`src/rtl/nios2_div_pkg.sv`:
```
// nios2_div_pkg: shared types and constants for the Nios II M-stage divider.
// Build option: NIOS2_DIV_RADIX4_EN selects two restoring steps per cycle.
package nios2_div_pkg;

    localparam int DIV_WIDTH = 32;

    // Quotient forced on a zero divisor (all ones, as the classic restoring array yields)
    localparam logic [DIV_WIDTH-1:0] DIV0_QUOTIENT = {DIV_WIDTH{1'b1}};

    typedef enum logic [1:0] {
        ST_IDLE = 2'd0,
        ST_CALC = 2'd1,
        ST_FIX  = 2'd2,
        ST_DONE = 2'd3
    } div_state_e;

    // Number of CALC cycles for a given width and step count per cycle
    function automatic int div_iters(input int width, input bit radix4);
        if (radix4) begin
            return width / 2;
        end else begin
            return width;
        end
    endfunction

    localparam int DIV_ITERS_RADIX2 = div_iters(DIV_WIDTH, 1'b0);
    localparam int DIV_ITERS_RADIX4 = div_iters(DIV_WIDTH, 1'b1);

endpackage

```
`src/rtl/nios2_div_step.sv`:
```
// nios2_div_step: one combinational restoring-division step.
// Shifts the next dividend bit into the partial remainder and subtracts the
// divisor; the subtraction is kept only when it does not borrow.
module nios2_div_step
    import nios2_div_pkg::*;
#(
    parameter int WIDTH = DIV_WIDTH
) (
    input  logic [WIDTH-1:0] rem,
    input  logic             dvd_msb,
    input  logic [WIDTH-1:0] divisor,
    output logic [WIDTH-1:0] rem_next,
    output logic             q_bit
);

    // Two guard bits: one for the shifted-in bit, one for the borrow
    logic [WIDTH+1:0] trial_s;

    // Trial subtraction and restore decision
    always_comb begin
        trial_s  = {1'b0, rem, dvd_msb} - {2'b00, divisor};
        rem_next = {rem[WIDTH-2:0], dvd_msb};
        q_bit    = 1'b0;
        if (trial_s[WIDTH+1] == 1'b0) begin
            // Partial remainder was below 2*divisor, so the difference fits WIDTH bits
            rem_next = trial_s[WIDTH-1:0];
            q_bit    = 1'b1;
        end else begin
            // Borrow: restore, keeping the plain shifted remainder
            rem_next = {rem[WIDTH-2:0], dvd_msb};
            q_bit    = 1'b0;
        end
    end

endmodule

```
`src/rtl/nios2_div_cell.sv`:
```
// nios2_div_cell: sequential restoring divider for div/divu.
// Fixed latency: done pulses WIDTH+2 cycles after the accepted start
// (WIDTH/2+2 when NIOS2_DIV_RADIX4_EN is defined). Operands are converted to
// magnitudes on accept, divided unsigned, then sign-corrected in FIX.
module nios2_div_cell
    import nios2_div_pkg::*;
#(
    parameter int WIDTH = DIV_WIDTH
) (
    input  logic             clk,
    input  logic             reset_n,
    input  logic             M_div_start,
    input  logic [WIDTH-1:0] M_div_src1,
    input  logic [WIDTH-1:0] M_div_src2,
    input  logic             M_div_signed,
    output logic             M_div_busy,
    output logic             M_div_done,
    output logic [WIDTH-1:0] M_div_quotient,
    output logic [WIDTH-1:0] M_div_remainder
);

`ifdef NIOS2_DIV_RADIX4_EN
    localparam int ITERS = div_iters(WIDTH, 1'b1);
`else
    localparam int ITERS = div_iters(WIDTH, 1'b0);
`endif
    localparam int CNT_W = $clog2(WIDTH) + 1;
    localparam logic [CNT_W-1:0] CNT_LAST = CNT_W'(ITERS - 1);

    div_state_e       state_r;
    logic [CNT_W-1:0] cnt_r;
    logic [WIDTH-1:0] rem_r;       // partial remainder
    logic [WIDTH-1:0] dvd_r;       // dividend bits in, quotient bits out
    logic [WIDTH-1:0] dvs_r;       // divisor magnitude
    logic [WIDTH-1:0] src1_raw_r;  // raw dividend, returned on divide by zero
    logic             q_neg_r;
    logic             r_neg_r;
    logic             div0_r;

    logic [WIDTH-1:0] mag1_s;
    logic [WIDTH-1:0] mag2_s;
    logic [WIDTH-1:0] rem_step_s;
    logic [WIDTH-1:0] dvd_step_s;
    logic [WIDTH-1:0] q_fix_s;
    logic [WIDTH-1:0] r_fix_s;

    // Operand magnitudes for the unsigned core; raw values for divu
    always_comb begin
        mag1_s = M_div_src1;
        mag2_s = M_div_src2;
        if (M_div_signed && M_div_src1[WIDTH-1]) begin
            mag1_s = ~M_div_src1 + WIDTH'(1);
        end else begin
            mag1_s = M_div_src1;
        end
        if (M_div_signed && M_div_src2[WIDTH-1]) begin
            mag2_s = ~M_div_src2 + WIDTH'(1);
        end else begin
            mag2_s = M_div_src2;
        end
    end

`ifdef NIOS2_DIV_RADIX4_EN
    logic [WIDTH-1:0] rem_mid_s;
    logic             q_hi_s;
    logic             q_lo_s;

    nios2_div_step #(.WIDTH(WIDTH)) u_step_hi (
        .rem      (rem_r),
        .dvd_msb  (dvd_r[WIDTH-1]),
        .divisor  (dvs_r),
        .rem_next (rem_mid_s),
        .q_bit    (q_hi_s)
    );

    nios2_div_step #(.WIDTH(WIDTH)) u_step_lo (
        .rem      (rem_mid_s),
        .dvd_msb  (dvd_r[WIDTH-2]),
        .divisor  (dvs_r),
        .rem_next (rem_step_s),
        .q_bit    (q_lo_s)
    );

    // Two dividend bits consumed, two quotient bits appended per cycle
    always_comb begin
        dvd_step_s = {dvd_r[WIDTH-3:0], q_hi_s, q_lo_s};
    end
`else
    logic q_s;

    nios2_div_step #(.WIDTH(WIDTH)) u_step (
        .rem      (rem_r),
        .dvd_msb  (dvd_r[WIDTH-1]),
        .divisor  (dvs_r),
        .rem_next (rem_step_s),
        .q_bit    (q_s)
    );

    // One dividend bit consumed, one quotient bit appended per cycle
    always_comb begin
        dvd_step_s = {dvd_r[WIDTH-2:0], q_s};
    end
`endif

    // Sign fixup, or the fixed divide-by-zero result
    always_comb begin
        q_fix_s = dvd_r;
        r_fix_s = rem_r;
        if (div0_r) begin
            q_fix_s = WIDTH'($signed(DIV0_QUOTIENT));
            r_fix_s = src1_raw_r;
        end else begin
            if (q_neg_r) begin
                q_fix_s = ~dvd_r + WIDTH'(1);
            end else begin
                q_fix_s = dvd_r;
            end
            if (r_neg_r) begin
                r_fix_s = ~rem_r + WIDTH'(1);
            end else begin
                r_fix_s = rem_r;
            end
        end
    end

    // Control FSM, datapath registers and registered handshake/results
    always_ff @(posedge clk or negedge reset_n) begin
        if (!reset_n) begin
            state_r         <= ST_IDLE;
            cnt_r           <= {CNT_W{1'b0}};
            rem_r           <= {WIDTH{1'b0}};
            dvd_r           <= {WIDTH{1'b0}};
            dvs_r           <= {WIDTH{1'b0}};
            src1_raw_r      <= {WIDTH{1'b0}};
            q_neg_r         <= 1'b0;
            r_neg_r         <= 1'b0;
            div0_r          <= 1'b0;
            M_div_busy      <= 1'b0;
            M_div_done      <= 1'b0;
            M_div_quotient  <= {WIDTH{1'b0}};
            M_div_remainder <= {WIDTH{1'b0}};
        end else begin
            case (state_r)
                ST_IDLE: begin
                    if (M_div_start) begin
                        rem_r      <= {WIDTH{1'b0}};
                        dvd_r      <= mag1_s;
                        dvs_r      <= mag2_s;
                        src1_raw_r <= M_div_src1;
                        q_neg_r    <= M_div_signed & (M_div_src1[WIDTH-1] ^ M_div_src2[WIDTH-1]);
                        r_neg_r    <= M_div_signed & M_div_src1[WIDTH-1];
                        div0_r     <= (M_div_src2 == {WIDTH{1'b0}});
                        cnt_r      <= {CNT_W{1'b0}};
                        M_div_busy <= 1'b1;
                        state_r    <= ST_CALC;
                    end else begin
                        state_r    <= ST_IDLE;
                    end
                end
                ST_CALC: begin
                    rem_r <= rem_step_s;
                    dvd_r <= dvd_step_s;
                    if (cnt_r == CNT_LAST) begin
                        cnt_r   <= {CNT_W{1'b0}};
                        state_r <= ST_FIX;
                    end else begin
                        cnt_r   <= cnt_r + CNT_W'(1);
                    end
                end
                ST_FIX: begin
                    M_div_quotient  <= q_fix_s;
                    M_div_remainder <= r_fix_s;
                    M_div_done      <= 1'b1;
                    state_r         <= ST_DONE;
                end
                ST_DONE: begin
                    // A start seen here is dropped: the request must wait for IDLE
                    M_div_done <= 1'b0;
                    M_div_busy <= 1'b0;
                    state_r    <= ST_IDLE;
                end
                default: begin
                    cnt_r      <= {CNT_W{1'b0}};
                    M_div_done <= 1'b0;
                    M_div_busy <= 1'b0;
                    state_r    <= ST_IDLE;
                end
            endcase
        end
    end

endmodule

```
`config.mk`:
```
export PLATFORM = sky130hd
export DESIGN_NAME = nios2_div_cell
export DESIGN_NICKNAME = d
export VERILOG_FILES = /design/src/rtl/nios2_div_pkg.sv /design/src/rtl/nios2_div_step.sv /design/src/rtl/nios2_div_cell.sv
export SDC_FILE = /design/constraint.sdc
export NUM_CORES = 1
export LEC_CHECK = 0
export BUFFER_PORTS_ARGS = -buffer_cell sky130_fd_sc_hd__buf_2
export CELL_PAD_IN_SITES_DETAIL_PLACEMENT = 1
export CELL_PAD_IN_SITES_GLOBAL_PLACEMENT = 1
export CORE_AREA = 2 2 186 188
export DETAILED_ROUTE_END_ITERATION = 8
export DIE_AREA = 0 0 188 190
export PLACE_DENSITY_LB_ADDON = 0.1
export SYNTH_ARGS = -nofsm -noshare
export SYNTH_HDL_FRONTEND = slang
export SYNTH_HIERARCHICAL = 1
export SYNTH_SLANG_ARGS = --single-unit
```
`constraint.sdc`:
```
create_clock -name clk -period 2.88 [get_ports clk]
set_input_delay 0.144 -clock clk [delete_from_list [all_inputs] [get_ports clk]]
set_output_delay 0.144 -clock clk [all_outputs]
set_load 0.03 [all_outputs]
```
# Yosys cells after proc, flatten, opt, wreduce, memory -nomap -nowiden
# Cells that the tools add are included.
[totals]
reg_bits = 205
latch_bits = 0
ram_bits = 0
romBits = 0
input_bits = 68
out_inout_bits = 66
wordCells = 63
memories = 0
[classes]
addsub = 6
n_mul = 0
div_mod_pow = 0
magnitude_cmp = 0
eq_ne = 6
shift = 0
muxes = 21
n_bitwise = 7
n_reduce_logical = 10
[ops]
columns = ["cell", "count"]
rows = [
  ["32-bit 2-to-1 mux", 9],
  ["32-bit by 1-bit adder with 32-bit output, second input constant", 4],
  ["32-bit inverter", 4],
  ["32-bit one-hot mux with 2 select lines", 2],
  ["33-bit by 32-bit subtractor with 34-bit output", 1],
  ["32-bit logical NOT", 1],
  ["6-bit 2-to-1 mux", 2],
  ["6-bit one-hot mux with 2 select lines", 1],
  ["2-bit one-hot mux with 4 select lines", 1],
  ["6-bit by 1-bit adder with 6-bit output, second input constant", 1],
  ["6-bit by 5-bit equality test with 1-bit output, second input constant", 1],
  ["2-bit AND reduction", 3],
  ["2-bit nonzero test", 3],
  ["2-bit equality test, second input constant", 2],
  ["2-bit != test, second input constant", 2],
  ["1-bit one-hot mux with 2 select lines", 2],
  ["1-bit 2-to-1 mux", 3],
  ["1-bit AND", 2],
  ["2-bit by 1-bit equality test with 1-bit output, second input constant", 1],
  ["1-bit logical AND", 2],
  ["2-bit logical NOT", 1],
  ["2-bit 2-to-1 mux", 1],
  ["1-bit XOR", 1],
]

# Depth between registers and ports, before layout
# Gate-level depths: netlist of the first run.
[depth]
depth_word = 5
mapped_depth = 14
ltp_nobuf = 12

# Hierarchy
# The synthesis of the first run kept the hierarchy.
[by_module_without_submodules]
columns = ["mod", "n_inst", "cells_each", "area_each_um2"]
rows = [
  ["nios2_div_cell", 1, 1178, 10857.9],
  ["nios2_div_step", 1, 373, 2429.8],
]

# Worst setup path before layout of the first run
# OpenSTA, ideal clock, no wires.
[synth_path]
path_kind = "reg2reg"
start = "reg dvd_r[31]"
end = "reg rem_r[22]"
setup_time_ns = 0.121
t_arrival_ns = 2.475
required_time_ns = 2.759
path_slack_ns = 0.284
path_stages_with_launch = 13
period_less_slack_ns = 2.596
cell_sequence = "dfrtp_1 > inv_1 > ha_1 > inv_1 > fa_1 > a21o_1 > a31oi_4 > nor3_2 > a31oi_2 > o21a_2 > xnor2_1 > mux2_4 > a22o_1"
[synth_via]
elab_chain_len = 3
[synth_lines]
columns = ["item", "line", "rtl"]
rows = [
  ["start: declaration", "nios2_div_cell.sv:33", "logic [WIDTH-1:0] dvd_r;"],
  ["start signal: assignment", "nios2_div_cell.sv:132", "dvd_r <= {WIDTH{1'b0}};"],
  ["start signal: assignment", "nios2_div_cell.sv:147", "dvd_r <= mag1_s;"],
  ["start signal: assignment", "nios2_div_cell.sv:162", "dvd_r <= dvd_step_s;"],
  ["33-bit by 32-bit subtractor with 34-bit output", "nios2_div_step.sv:21", "trial_s = {1'b0, rem, dvd_msb} - {2'b00, divisor};"],
  ["32-bit 2-to-1 mux", "nios2_div_step.sv:24", "if (trial_s[WIDTH+1] == 1'b0) begin"],
  ["via rem_step_s[22]", "nios2_div_cell.sv:42", "logic [WIDTH-1:0] rem_step_s;"],
  ["32-bit one-hot mux with 2 select lines", "nios2_div_cell.sv:143", "case (state_r)"],
  ["end signal: assignment", "nios2_div_cell.sv:131", "rem_r <= {WIDTH{1'b0}};"],
  ["end signal: assignment", "nios2_div_cell.sv:146", "rem_r <= {WIDTH{1'b0}};"],
  ["end signal: assignment", "nios2_div_cell.sv:161", "rem_r <= rem_step_s;"],
  ["end: declaration", "nios2_div_cell.sv:32", "logic [WIDTH-1:0] rem_r;"],
]
# The timed path passes the listed nets, and every way through them passes these cells.
# A chain may end at the register's enable or synchronous reset.

# Final worst setup path of the first run
[layout_path]
start = "reg dvd_r[31]"
end = "reg rem_r[28]"
# The elaborated chain is that of the path after synthesis.

==> run_results.csv, run 1 <==
group,metric,value,unit
grt,grt_pass1_wl,74500,um
run_status,status,"finished, final reports clean",
critical_path,worstSetupPathType,"flop to flop",
power,power_density,961,nW/um^2
timing,period_needed,2.77,ns
place,pre_cts_ws,0.0810,ns
grt,grt_pass1_vias,12800,
final_layout,multi_input_area,7620,um^2
synth,synth-edff-count,0,
cts,clkSinkCount,205,
grt,met3_usage,2.60,%
power,power,15.8,mW
die,core,33900,um^2
synth,yosysWarnings,6,
grt,grt-ovfl-total,0,
timing,setup_viol,0,
critical_path,crit_fanout,3,
detailed_routing,vias_per_cell,5.61,
die,die-area,35700,um^2
final_layout,utilization,48.3,%
grt,globalRouteMet2Util,45.6,%
critical_path,cpMaxStageDelayCell,"fa_1",
grt,grt_use_total,26.4,%
critical_path,critPathLaunchType,"flop",
critical_path,cpPeakStageDelay,0.40,ns
critical_path,regToRegEndpoint,"rem_r[28]",
synth,synth_ff_type,"dfrtp_1",
critical_path,cpMostUsedCell,"inv_1",
critical_path,crit_start,"dvd_r[31]",
die,rows,68,
place,gp_congestion,0.922,
place,hpwl,35300,um
timing,hold_viol,0,
power,seq_power_share,31.4,%
final_layout,register_area,5130,um^2
critical_path,crit_required,3.31,ns
timing,skew,0.0117,ns
timing,whs,0.0156,ns
power,clock_power_share,21.4,%
power,p_comb_share,47.3,%
critical_path,crit_chain,"inv_1 -> ha_1 -> inv_1 -> fa_1 -> a21o_1 -> a31oi_4 -> o21bai_2 -> and3_1 -> o41ai_2 -> xor2_1 -> o21ai_1 -> a22o_1",
detailed_routing,drtAntennaViolNets,0,
critical_path,worstSetupEndpointType,"flop",
synth,seq_area_frac_synth,38.6,%
timing,tightest_slew,1.04,ns
final_layout,fin_nets,1876,
cts,clockBufferDepth,3,
final_layout,area_delta_synth_final,23.4,%
worst_hold_path,min_path_type,"primary input to flop",
grt,antenna_found_initial,0,
detailed_routing,drc,0,
final_layout,final_area,16400,um^2
die,start_util,39.1,%
synth,synth_cells,1551,
synth,synth.distinct_cells,87,
timing,fin_crit_sh,96.0,%
cts,cts_max_level,1,
grt,grt.busiest_layer,"met2",
detailed_routing,first_iter_violations,662,
power,internal_power,8.59,mW
cts,clk_latency,0.54,ns
place,postPlaceCellArea,14900,um^2
power,p_leak,7.44,nW
grt,grt_max_degree,75,
die,ios,134,
timing,max_freq,362,MHz
synth,netlist_area,13300,um^2
cts,cts_tree,"done",
detailed_routing,dr.pass1.iters,5,
cts,numCtsBuffers,26,
cts,cts_root_buf,"clkbuf_16",
detailed_routing,via_count,12600,
critical_path,reg2regPathDepth,12,
critical_path,r2r-start,"dvd_r[31]",
power,p_sw,7.18,mW
detailed_routing,drt-total-wl,47500,um
place,numPortBuffers,133,
cts,clk_pin_slew,0.06,ns
job,maxCapViolCount,0,
synth,ys_ff_latch,205,
critical_path,r2r_setup_slack,0.11,ns
synth,ys_async_sr_fraction,100,%
critical_path,arrival,3.20,ns
final_layout,n_antenna_cell,0,
power,ir_worst_vdd,0.539,mV
die,die_x,188,um
detailed_routing,post_drt_wl_per_cell,21.2,um
timing,setup_slack,0.115,ns
critical_path,worstSetupEndpoint,"rem_r[28]",
die,fp.dieH,190,um
synth,synth.avg_cell_area,8.57,um^2
final_layout,drive_above_1_share,18.9,%
final_layout,fillers,4043,
timing,drv_slew,0,
synth,synth_nets,1661,
grt,met1_usage,36.1,%
power,p_sw_share,45.5,%
timing,slew_headroom,30.5,%
## flip-flops by register name (all words and copies together) (netlist names)
name / count
div0_r: 1
rem_r: 32
M_div_quotient: 32
state_r: 2
dvs_r: 32
r_neg_r: 1
M_div_busy: 1
q_neg_r: 1
cnt_r: 6
src1_raw_r: 32
dvd_r: 32
M_div_done: 1
M_div_remainder: 32
## worst max-delay path: cells and delay by family, from the launching register on
family	cells	cell delay, ns
compound gates	6	1.25
xor+xnor	1	0.18
fa+ha+maj	2	0.55
buf+inv	2	0.11
flops	1	0.37
simple gates	1	0.18
## what timing repair did
action,4_1_cts,5_1_grt
setup buffers,0,1
hold endpoints to repair,131,0
endpoints found under the setup margin,0,11
gates resized for setup,0,19
hold buffers,56,0
## layout make-up
type	instances	share of cell area, %
well taps	455	3.47
multi-input cells	1197	46.5
repair buffers	275	11.9
flip-flops and latches	205	31.3
clock buffers	36	4.62
inverters	61	1.41
clock inverters	11	0.793
## power by group through the flow
| stage | Combinational [mW] | Clock [mW] | Sequential, mW |
|---|---|---|---|
| 3_3_place_gp | 7.18 | 0 | 4.95 |
| 6_report | 7.45 | 3.37 | 4.94 |
| 4_1_cts | 7.44 | 3.43 | 4.95 |
| 2_1_floorplan | 4.16 | 0 | 5.49 |
| 5_1_grt | 8.21 | 3.57 | 5.11 |
| 3_5_place_dp | 7.34 | 0 | 4.98 |
## logic make-up (layout without fill, tap and decap cells)
group                    count (synthesis)  after routing  share of synthesized area [%]
AND/OR/NAND/NOR                        540            540                           19.1
AO/OA/AOI/OAI                          464            464                           23.3
flip-flops                             205            205                           38.6
buffers and inverters                  149            383                           4.60
XOR/XNOR                               127            127                           8.37
adder cells (fa/ha/maj)                 42             42                           4.01
multiplexers                            24             24                           1.95
## metal layers
layer | routed length, um | vias up
li1 | - | 5973
met1 | 21800 | 6283
met2 | 23000 | 268
met3 | 1820 | 53
met4 | 896 | 0
met5 | 0 | -
## worst min-delay path by stage
stage	from	slack, ns	endpoint	cells past startpoint
final	M_div_src2[15]	0.02	dvs_r[15]	3
after global placement	reset_n	0.23	src1_raw_r[26]	1
after detailed placement	reset_n	0.22	M_div_remainder[26]	1
after CTS	M_div_src2[16]	0.001	dvs_r[16]	3
after floorplan	reset_n	-0.15	M_div_busy	0
after global routing	M_div_src2[16]	0.05	dvs_r[16]	3
## Yosys cell counts (11+ instances only)
library cell,number,share of area (%)
xor2_1,92,6.1
xnor2_1,35,2.3
nor2_1,117,3.3
inv_1,58,1.6
a22oi_1,17,0.96
a31oi_1,16,0.75
ha_1,41,3.9
clkbuf_1,64,1.8
o31ai_1,39,2.2
o41ai_1,20,1.3
o22ai_1,13,0.61
mux2i_1,15,1.1
or3_1,23,1.1
nor3_1,27,1.0
a21oi_1,96,3.6
nand3_1,32,1.2
nor4_1,11,0.52
dfrtp_1,205,39
nand2_1,235,6.6
a21o_1,13,0.73
o21ai_0,141,5.3
a22o_1,32,2.1
nand2b_1,12,0.56
## metrics by stage
stage | setup TNS, ns | cells
after floorplan | 0 | 1551
after global placement | 0 | 2136
after detailed placement | 0 | 2136
after CTS | 0 | 2239
after global routing | -0.00223 | 2240
final | 0 | 2240
## layout by cell type (no fill, tap or decap), types with 11 or more instances in the layout
| master | instances |
|---|---|
| a22oi_1 | 17 |
| mux2i_1 | 15 |
| buf_4 | 79 |
| nand3_1 | 32 |
| nand2_1 | 234 |
| nor3_1 | 27 |
| buf_2 | 132 |
| o31ai_1 | 39 |
| o41ai_1 | 20 |
| dlygate4sd3_1 | 56 |
| dfrtp_1 | 204 |
| nor4_1 | 11 |
| o22ai_1 | 13 |
| xor2_1 | 92 |
| a31oi_1 | 16 |
| nor2_1 | 116 |
| a22o_1 | 32 |
| xnor2_1 | 35 |
| inv_1 | 58 |
| clkbuf_16 | 26 |
| a21oi_1 | 88 |
| a21o_1 | 13 |
| or3_1 | 23 |
| nand2b_1 | 12 |
| ha_1 | 35 |
| o21ai_0 | 140 |
(Power assumes the default switching activity.)
==> run 2, diff against run 1 <==
ABC_AREA = 1   (was unset)
CORE_AREA = 2 2 198 200   (was 2 2 186 188)
DIE_AREA = 0 0 200 202   (was 0 0 188 190)
==> run_results.csv, run 2 <==
group,metric,value,unit
run_status,status,"finished, final reports clean",
detailed_routing,dr.pass1.iters,5,
die,core,38300,um^2
cts,cts_max_level,1,
timing,hold_viol,0,
die,die_x,200,um
synth,synthTopCellsByCount,"nand2_1, inv_1, nand3_1",
final_layout,layout_commonest_cell,"nand2_1",
synth,synth_top_area_share,34.0,%
detailed_routing,post_drt_wl_per_cell,19.0,um
timing,skew,0.0159,ns
timing,setup_slack,0.209,ns
detailed_routing,via_count,16100,
synth,post-synth-top-area-cell,"dfrtp_1",
timing,max_freq,374,MHz
cts,clk_latency,0.55,ns
place,numPortBuffers,133,
final_layout,drive_above_1_share,10.4,%
detailed_routing,first_iter_violations,814,
critical_path,arrival,3.14,ns
final_layout,n_antenna_cell,0,
power,power,16.7,mW
synth,synthTopCellsByArea,"dfrtp_1, nand2_1, nand3_1, inv_1, o21ai_0",
critical_path,crit_required,3.35,ns
critical_path,crit_chain,"inv_1 -> ha_1 -> inv_1 -> fa_2 -> nand3_1 -> nand3_1 -> nand2_1 -> nand2_1 -> nand2_1 -> nand2_1 -> nand2_1 -> nand2_1 -> nand2_1 -> nand3_1 -> nand2_1 -> nand3_1 -> o21ai_0",
timing,whs,0.0261,ns
synth,seq_area_frac_synth,34.0,%
critical_path,crit_fanout,4,
timing,fin_setup_tns,0,ns
cts,cts_tree,"done",
grt,grt_max_degree,75,
timing,drv_slew,0,
die,die-area,40400,um^2
cts,clk_pin_slew,0.06,ns
critical_path,worstSetupEndpointType,"flop",
final_layout,final_cell_mix,"nand2_1, inv_1, nand3_1",
synth,netlist_area,15100,um^2
final_layout,utilization,46.3,%
die,ios,134,
die,rows,72,
final_layout,fillers,5126,
detailed_routing,vias_per_cell,5.28,
timing,rsz0062_at_grt,"false",
place,pre_cts_ws,0.145,ns
detailed_routing,drtAntennaViolNets,0,
synth,ys_ff_latch,205,
critical_path,cpLargestDelayFamily,"simple AND/OR/NAND/NOR gates",
detailed_routing,drt-total-wl,58000,um
synth,synth.avg_cell_area,6.43,um^2
cts,clockBufferDepth,3,
power,power_density,944,nW/um^2
job,maxCapViolCount,0,
grt,grt-ovfl-total,0,
critical_path,worstSetupPathType,"flop to flop",
grt,grt_pass1_wl,91500,um
critical_path,cpMostUsedCell,"nand2_1",
synth,synth_nets,2458,
final_layout,area_delta_synth_final,17.4,%
synth,yosysWarnings,6,
timing,slew_headroom,44.4,%
grt,grt_use_total,29.0,%
critical_path,worst-path-buf-inv,2,
timing,fin_crit_sh,92.7,%
synth,synth_most_common_cell,"nand2_1",
cts,clkSinkCount,205,
grt,antenna_found_initial,2,
die,fp.dieH,202,um
power,ir_worst_vdd,0.794,mV
power,p_leak,9.52,nW
critical_path,critPathLaunchType,"flop",
synth,synth-edff-count,0,
grt,grt_pass1_vias,16500,
critical_path,cpMaxStageDelayCell,"dfrtp_1",
place,gp_congestion,0.927,
synth,ys_async_sr_fraction,100,%
final_layout,fin_nets,2617,
cts,cts_root_buf,"clkbuf_16",
critical_path,cpPeakStageDelay,0.42,ns
timing,setup_viol,0,
cts,numCtsBuffers,27,
place,hpwl,44500,um
worst_hold_path,min_path_type,"primary input to flop",
die,start_util,39.4,%
synth,synth_ff_type,"dfrtp_1",
timing,period_needed,2.67,ns
synth,synth.distinct_cells,50,
detailed_routing,drc,0,
synth,synth_cells,2348,
timing,tightest_slew,0.831,ns
run 2: changes by cell type after synthesis, sizes merged, moves of 23 or more:
cell and change:
o41ai -30, xnor2 -30, nor2 +109, inv +234, xor2 -55, o31ai -39
o21ai +36, clkbuf -27, nand2 +572, nand3 +231, a22o -32, or3 -23
run 2: logic make-up after synthesis:
logic type | after synthesis | share of synthesized area (%)
XOR/XNOR | 42 | 2.44
buffers and inverters | 379 | 10.4
AO/OA/AOI/OAI | 310 | 10.9
flip-flops | 205 | 34.0
adder cells (fa/ha/maj) | 42 | 3.53
AND/OR/NAND/NOR | 1370 | 38.7
run 2: stage by stage:
step           area, um^2  cells
3_5_place_dp        16200   2940
2_1_floorplan       15100   2348
6_report            17700   3045
3_3_place_gp        16200   2940
5_1_grt             17700   3045
4_1_cts             17700   3045
run 2: final timing paths:
check	startpoint	endpoint	slack, ns	depth (start not counted)
max	dvd_r[31]	rem_r[28]	0.21	17
min	M_div_src1[22]	dvd_r[22]	0.03	5
max reg2reg	dvd_r[31]	rem_r[28]	0.21	17
min reg2reg	M_div_quotient[25]	M_div_quotient[25]	0.47	2
max in group asynchronous	reset_n	M_div_quotient[15]	1.89	3
min in group asynchronous	reset_n	rem_r[31]	0.17	2
run 2: repair_timing:
item | 4_1_cts | 5_1_grt
resized for setup | 0 | 1
setup endpoints to repair | 0 | 2
hold buffers | 56 | 0
setup buffers | 0 | 0
endpoints found under the hold margin | 131 | 0
run 2: power by group:
part | internal (mW) | total, mW | switching [mW]
Sequential | 3.98 | 4.83 | 0.852
Combinational | 2.36 | 8.23 | 5.87
Clock | 2.28 | 3.67 | 1.40
run 2: area by class of cell:
type	instances	area [um^2]	area share [%]
inverters	296	1120	6.29
flip-flops and latches	205	5130	28.9
clock buffers	36	749	4.23
clock inverters	13	206	1.16
multi-input cells	1764	8410	47.5
repair buffers	213	1470	8.27
well taps	518	648	3.66
run 2: per-layer routing:
layer,share of wire (%),routed length (um),up-vias,global-route usage (%)
li1,-,-,7814,-
met1,47,27500,7845,41.3
met2,46,26700,346,47.2
met3,4.3,2470,76,3.19
met4,2.2,1270,0,6.56
met5,0,0,-,0
run 2: worst reg2reg max path, stage by stage (launching register included):
cell and delay (ns):
dfrtp_1 0.42, inv_1 0.10, ha_1 0.15, inv_1 0.09, fa_2 0.42, nand3_1 0.11, nand3_1 0.20, nand2_1 0.12
nand2_1 0.14, nand2_1 0.10, nand2_1 0.13, nand2_1 0.15, nand2_1 0.06, nand2_1 0.06, nand3_1 0.07, nand2_1 0.07
nand3_1 0.07, o21ai_0 0.10
